File: src/rtl/card_shoe.sv
// card_shoe: finite shoe of NUM_DECKS decks that deals one card per request.
// Per-rank remaining counts guarantee no rank is dealt more than 4*NUM_DECKS
// times per shoe; an LFSR picks where the rank search starts.
// Build option: define CARD_SHOE_TEST_EN to take the search start from a
// deterministic rank counter (A,2,..,K,A,..) instead of the LFSR.
module card_shoe #(
    parameter int          NUM_DECKS = 1,
    parameter logic [15:0] LFSR_SEED = 16'hACE1
) (
    input  logic       clk,
    input  logic       reset_n,
    input  logic       shuffle,
    input  logic       draw_req,
    output logic       draw_ready,
    output logic       card_valid,
    output logic [3:0] card_rank,
    output logic [3:0] card_value,
    output logic [7:0] cards_left,
    output logic       shuffling
);
    // Count width sized so a rank can hold the full 4*NUM_DECKS copies.
    localparam int            PER_RANK  = 4 * NUM_DECKS;
    localparam int            CW        = $clog2(PER_RANK + 1);
    localparam logic [CW-1:0] RANK_FULL = CW'(PER_RANK);
    localparam logic [7:0]    SHOE_FULL = 8'(52 * NUM_DECKS);
    localparam logic [3:0]    LAST_IDX  = 4'd12;

    typedef enum logic [1:0] {S_IDLE, S_SHUFFLE, S_SEARCH, S_PRESENT} state_t;

    state_t        state_q, state_d;
    logic [3:0]    ptr_q;
    logic [3:0]    idx_q;
    logic [3:0]    rank_q;
    logic [3:0]    value_q;
    logic [15:0]   lfsr_q, lfsr_d;
    logic          pend_q;
    logic [7:0]    left_q;
    logic [CW-1:0] cnt_q [13];
    logic [3:0]    src;
    logic [3:0]    start_idx;
    logic          hit;

    // Galois form of x^16+x^14+x^13+x^11+1, shifting right.
    assign lfsr_d = {1'b0, lfsr_q[15:1]} ^ (lfsr_q[0] ? 16'hB400 : 16'h0000);

`ifdef CARD_SHOE_TEST_EN
    logic [3:0] tcnt_q;

    // Deterministic start rank: advances once per dealt card, survives shuffles.
    always_ff @(posedge clk or negedge reset_n) begin
        if (!reset_n) begin
            tcnt_q <= 4'd0;
        end else if (state_q == S_SEARCH && hit) begin
            tcnt_q <= (tcnt_q == LAST_IDX) ? 4'd0 : tcnt_q + 4'd1;
        end
    end

    assign src = tcnt_q;
`else
    assign src = lfsr_q[3:0];
`endif

    // Fold 13..15 back onto 0..2 so every start index names a real rank.
    assign start_idx = (src >= 4'd13) ? src - 4'd13 : src;
    assign hit       = (cnt_q[idx_q] != '0);

    // State register.
    always_ff @(posedge clk or negedge reset_n) begin
        if (!reset_n) state_q <= S_SHUFFLE;
        else          state_q <= state_d;
    end

    // Next-state: shuffle beats draw in IDLE; an empty shoe turns a draw into a shuffle.
    always_comb begin
        state_d = state_q;
        case (state_q)
            S_IDLE: begin
                if (shuffle)               state_d = S_SHUFFLE;
                else if (draw_req)         state_d = (left_q != 8'd0) ? S_SEARCH : S_SHUFFLE;
            end
            S_SHUFFLE: begin
                if (ptr_q == LAST_IDX)     state_d = pend_q ? S_SEARCH : S_IDLE;
            end
            S_SEARCH: begin
                if (hit)                   state_d = S_PRESENT;
            end
            S_PRESENT:                     state_d = S_IDLE;
            default:                       state_d = S_SHUFFLE;
        endcase
    end

    // Outputs decoded from state; rank/value are registered and hold between cards.
    always_comb begin
        draw_ready = (state_q == S_IDLE);
        card_valid = (state_q == S_PRESENT);
        shuffling  = (state_q == S_SHUFFLE);
        card_rank  = rank_q;
        card_value = value_q;
        cards_left = left_q;
    end

    // Shoe datapath: LFSR, reload pointer, probe index, per-rank counts, card latch.
    always_ff @(posedge clk or negedge reset_n) begin
        if (!reset_n) begin
            lfsr_q  <= LFSR_SEED;
            ptr_q   <= 4'd0;
            idx_q   <= 4'd0;
            pend_q  <= 1'b0;
            left_q  <= 8'd0;
            rank_q  <= 4'd0;
            value_q <= 4'd0;
            for (int i = 0; i < 13; i++) cnt_q[i] <= '0;
        end else begin
            lfsr_q <= lfsr_d;
            case (state_q)
                S_IDLE: begin
                    if (!shuffle && draw_req) begin
                        idx_q  <= start_idx;
                        pend_q <= (left_q == 8'd0);
                    end
                end
                S_SHUFFLE: begin
                    cnt_q[ptr_q] <= RANK_FULL;
                    if (ptr_q == LAST_IDX) begin
                        ptr_q  <= 4'd0;
                        left_q <= SHOE_FULL;
                        pend_q <= 1'b0;
                        idx_q  <= start_idx;
                    end else begin
                        ptr_q  <= ptr_q + 4'd1;
                    end
                end
                S_SEARCH: begin
                    if (hit) begin
                        cnt_q[idx_q] <= cnt_q[idx_q] - CW'(1);
                        left_q       <= left_q - 8'd1;
                        rank_q       <= idx_q + 4'd1;
                        value_q      <= (idx_q >= 4'd9) ? 4'd10 : idx_q + 4'd1;
                    end else begin
                        idx_q <= (idx_q == LAST_IDX) ? 4'd0 : idx_q + 4'd1;
                    end
                end
                default: ;
            endcase
        end
    end
endmodule

File: config.mk
export PLATFORM = sky130hd
export DESIGN_NAME = card_shoe
export DESIGN_NICKNAME = d
export VERILOG_FILES = /design/src/rtl/card_shoe.sv
export SDC_FILE = /design/constraint.sdc
export NUM_CORES = 1
export LEC_CHECK = 0
export CAP_MARGIN = 20
export CELL_PAD_IN_SITES_DETAIL_PLACEMENT = 1
export CELL_PAD_IN_SITES_GLOBAL_PLACEMENT = 2
export CORE_MARGIN = 2
export CORE_UTILIZATION = 32
export DETAILED_ROUTE_END_ITERATION = 16
export GPL_ROUTABILITY_DRIVEN = 1
export PLACE_DENSITY = 0.75
export SLEW_MARGIN = 10
export SYNTH_ARGS = -nofsm -noshare
export SYNTH_HDL_FRONTEND = slang
export SYNTH_SLANG_ARGS = --single-unit
File: constraint.sdc
create_clock -name clk -period 5 [get_ports clk]
set_input_delay 1.25 -clock clk [delete_from_list [all_inputs] [get_ports clk]]
set_output_delay 1.25 -clock clk [all_outputs]
set_load 0.1 [all_outputs]
# Word level (Yosys, flattened, before mapping)
# Index checks and enable logic that the tools add are counted.
# W data, S select, Z words.
[word_totals] regBits=82 input_bits=4 output_inout_bits=19 wordCells=97
[classes] add_sub_neg=5 magnitude_cmp=6 n_eq_ne=10 muxes=32 bitwise=6 reduce_logical=17
[ops] operator="$pmux W39 S2" n=1
[ops] operator="$bwmux W39" n=1
[ops] operator="$mux W39" n=1
[ops] operator="$mux W4" n=7
[ops] operator="$and A26 B26 Y26" n=1
[ops] operator="$not A26 Y26" n=1
[ops] operator="$demux W3 S4" n=2
[ops] operator="$mux W16" n=1
[ops] operator="$mux W8" n=2
[ops] operator="$pmux W8 S2" n=1
[ops] operator="$xor A15 B16 Y16" n=1
[ops] operator="$or A13 B13 Y13" n=1
[ops] operator="$bmux W3 S4" n=1
[ops] operator="$mux W2" n=6
[ops] operator="$mux W3" n=4
[ops] operator="$pmux W4 S3" n=1
[ops] operator="$ge A5 B5 Y1 const B" n=2
[ops] operator="$lt A5 B1 Y1 const B" n=2
[ops] operator="$not A4 Y5" n=2
[ops] operator="$reduce_and A3 Y1" n=3
[ops] operator="$add A4 B1 Y4 const B" n=2
[ops] operator="$eq A4 B4 Y1 const B" n=2
[ops] operator="$ge A4 B4 Y1 const B" n=2
[ops] operator="$logic_not A8 Y1" n=1
[ops] operator="19 further kinds" n=28

# Longest topological paths before layout
[depth] word_depth=8 ltp_mapped=13

# Least setup slack after synthesis
# OpenSTA, ideal clock, no wires.
[synth_timing] kind="register to output" start="register state_q[0]" end="output port shuffling" t_arrival_ps=1917 required_ps=3750 setup_slack_ps=1833 stages_incl_launch_ff=5 path_buffers=2 path_cell_list="dfstp_2 -> nand2b_1 -> clkbuf_1 -> inv_2 -> buf_1"
[synth_via] elab_chain_cells=1
[synth_lines] item="start, declared" line="30" source="state_t state_q, state_d;"
[synth_lines] item="start signal, assigned" line="70" source="else state_q <= state_d;"
[synth_lines] item="$eq A2 B1 Y1" line="96" source="shuffling = (state_q == S_SHUFFLE);"
[synth_lines] item="end, declared" line="19" source="output logic shuffling"
# No other way between the ends.

# Worst setup path in the final report
# Same ends and word-level chain as after synthesis.

==> impl_results.md <==
- Post CTS Setup Buffer Count: 0
- Number of synthesized flops with an enable pin: 0
- Arrival @ worst endpoint: 3030 ps
- Fin Setup TNS: 0 ps
- Combinational power share: 42.9%
- Yosys cell types: 56
- Seq pwr share: 33.5%
- Setup-violating endpoint count in the final report: 0
- Mapped Cells: 449
- Flops & latches, synth: 82
- Area grow syn2layout: 15.0%
- RSZ-0062 raised after global routing: no
- MaxCap Viol Count: 0
- M3 GR Usage: 3.67%
- CP endpoint kind: output port
- WL final: 12500 um
- Req. time, crit path: 3750 ps
- Clock power share: 23.6%
- Place WS: 1010 ps
- Grt met2 use: 29.5%
- Number of fill cells in the layout: 1569
- Initial antenna violation count: 0
- Multi-input logic area: 2200 um2
- Routability cong.: 0.839
- Buffers added on ports: 22
- Hold buffer count at CTS: 0
- CTS Buf Count: 9
- Worst vdd ir: 0.322 mV
- Switching power of the nets: 1290 uW
- Slew Limit Fails: 0
- Total iterations of the first detailed-routing run: 4
- Post-Syn Nets: 468
- Nets: 478
- Status: complete, no violations
- Pwr Total: 2900 uW
- Core Region: 13800 um2
- Clock Path Buffers: 2
- Fmax: 233 MHz
- DRC: 0
- Starting Density: 32.5%
- Post-DP HPWL: 8710 um
- DR WL/cell: 19.4 um
- Final Hold Fails: 0
- Post-route clock period utilization: 85.7%
- Met1 usage: 24.6%
- Worst min path class: reg -> reg
- I/O pins: 23
- Post_cts resized: 0
- Top FF cell, synth: dfrtp_1
- Clock slew at reported path FFs: 60 ps
- Finished Cell Area: 5150 um2
- Vias in the first global route: 3787
- Setup CP Type: reg -> out
- Switching Share: 44.4%
- Clock skew: 6.90 ps
- Post-synthesis cell area: 4480 um2
- Die W: 122 um
- H-Tree Depth: 3
- Vias per cell: 5.51
- Max-slew headroom: 34.9%
- Most frequent cells in the layout: 73 x dfrtp_1, 40 x nand2_1, 34 x a21oi_1
- # clock sinks: 82
- Routed via count: 3551
- CP max FO: 19
- FP Rows: 43
- Synthesis Warnings: 0
- Post-route minimum period: 4280 ps
- Power Internal: 1610 uW
- First-pass GRT wire length: 20900 um
- Grt total ovfl: 0
- Placed Area: 4810 um2
- Cell Pwr Density: 563 nW/um2
- Worst skew pair latency: 350 ps
- Routed Antenna Nets: 0
- Largest net degree at the start of global routing: 83
- Post-synthesis sequential area ratio: 46.1%
- Pleak: 0.00215 uW
- Total track usage: 18.4%
- Die ar.: 15000 um2
- Tightest Pin Transition: 974 ps
- Mean area per synthesized cell: 9.97 um2
- Diode count: 0
- Gr busiest metal: met2
- Critical path startpoint category: flip-flop
- Share of layout cells above drive strength 1: 11.2%
- Vert. Die Dim: 122 um
- Initial DRC count: 155
- Root Driver: clkbuf_16
- Most common cell after layout, fill and taps aside: dfrtp_1
- FF/Latch Area: 2060 um2
- Post-synth ARST share: 100%
- Final setup margin: 715 ps
- TritonCTS clock tree: built
[worst max-delay path, cell delays in order (launching register included)]
cell and delay [ps]:
dfstp_2 670, nand2b_1 350, inv_2 440, clkdlybuf4s50_1 1220
[synthesized netlist by cell type, types with 3 or more instances]
master	number	area, um2
o21a_1	4	30.0
ha_1	15	188
nand4_1	3	18.8
a21oi_1	34	170
buf_2	5	25.0
mux2i_1	10	100
dfrtp_1	73	1830
o22a_1	6	52.6
buf_1	6	22.5
mux4_2	10	225
xnor2_1	3	26.3
nor2b_1	7	43.8
clkbuf_1	13	48.8
nor4_1	3	18.8
a21o_1	6	45.0
nand2b_1	5	31.3
o21ai_2	3	26.3
dfstp_2	9	236
nor3_1	11	55.1
inv_1	25	93.8
a31oi_1	11	68.8
and3_1	4	25.0
or3_1	5	31.3
nand2_1	40	150
o2bb2ai_1	14	123
and2_1	6	37.5
nand3_1	16	80.1
o21ai_0	25	125
o22ai_1	11	68.8
xor2_1	4	35.0
mux2_2	4	45.0
nor2_1	24	90.1
o31ai_1	5	37.5
[final timing paths]
kind,start,end,slack (ps),cells after the start
setup / recovery,state_q[0]$_DFFE_PN1P_,shuffling,720,3
max in group asynchronous,reset_n,lfsr_q[5]$_DFF_PN1_,3510,2
hold / removal,lfsr_q[9]$_DFF_PN0_,lfsr_q[8]$_DFF_PN0_,360,0
min in group asynchronous,reset_n,ptr_q[0]$_DFFE_PN0P_,820,1
setup reg to reg,idx_q[0]$_DFFE_PN0P_,cards_left[6]$_DFFE_PN0P_,1070,10
hold reg to reg,lfsr_q[9]$_DFF_PN0_,lfsr_q[8]$_DFF_PN0_,360,0
[cells by family (layout without fill, tap and decap cells)]
group | after synthesis | count (layout) | synth area share (%)
simple gates | 135 | 135 | 15.1
compound gates | 132 | 132 | 19.2
buf+inv | 52 | 67 | 4.83
xor+xnor | 9 | 9 | 2.35
fa+ha+maj | 15 | 15 | 4.19
flops | 82 | 82 | 46.1
mux | 24 | 24 | 8.27
[sequential cells by signal (all words and copies together), names as in the netlist]
register	flops
card_rank	4
card_value	4
cards_left	8
cnt_q	39
idx_q	4
lfsr_q	16
pend_q	1
ptr_q	4
state_q	2
[power by group through the flow]
stage                     clock (uW)  combinational (uW)  sequential [uW]
final                            684                1240              972
after global routing             730                1350              994
after CTS                        707                1250              969
after detailed placement           0                1240              979
after global placement             0                1220              971
after floorplan                    0                 847             1080
[routing by layer]
layer  part of all wire (%)  wire, um  up-vias
li1                       -         -     1640
met1                     47      5870     1849
met2                     49      6070       47
met3                    2.5       317       15
met4                    2.0       244        0
met5                      0         0        -
[layout make-up]
class,count,share of cell area (%)
clock buffers,11,4.72
repair buffers,25,5.06
multi-input cells,315,42.7
clock inverters,5,1.19
flip-flops and latches,82,40.1
inverters,26,1.90
well taps,180,4.38
[through the flow]
| stage | std cells | hold WS [ps] | utilization (%) |
|---|---|---|---|
| finish | 644 | 356 | 37.4 |
| global route | 644 | 364 | 37.4 |
| CTS | 642 | 358 | 37.1 |
| detailed placement | 626 | 339 | 34.9 |
| global placement | 626 | 336 | 34.9 |
| floorplan | 449 | 331 | - |
Power figures use the tool's default switching activity.
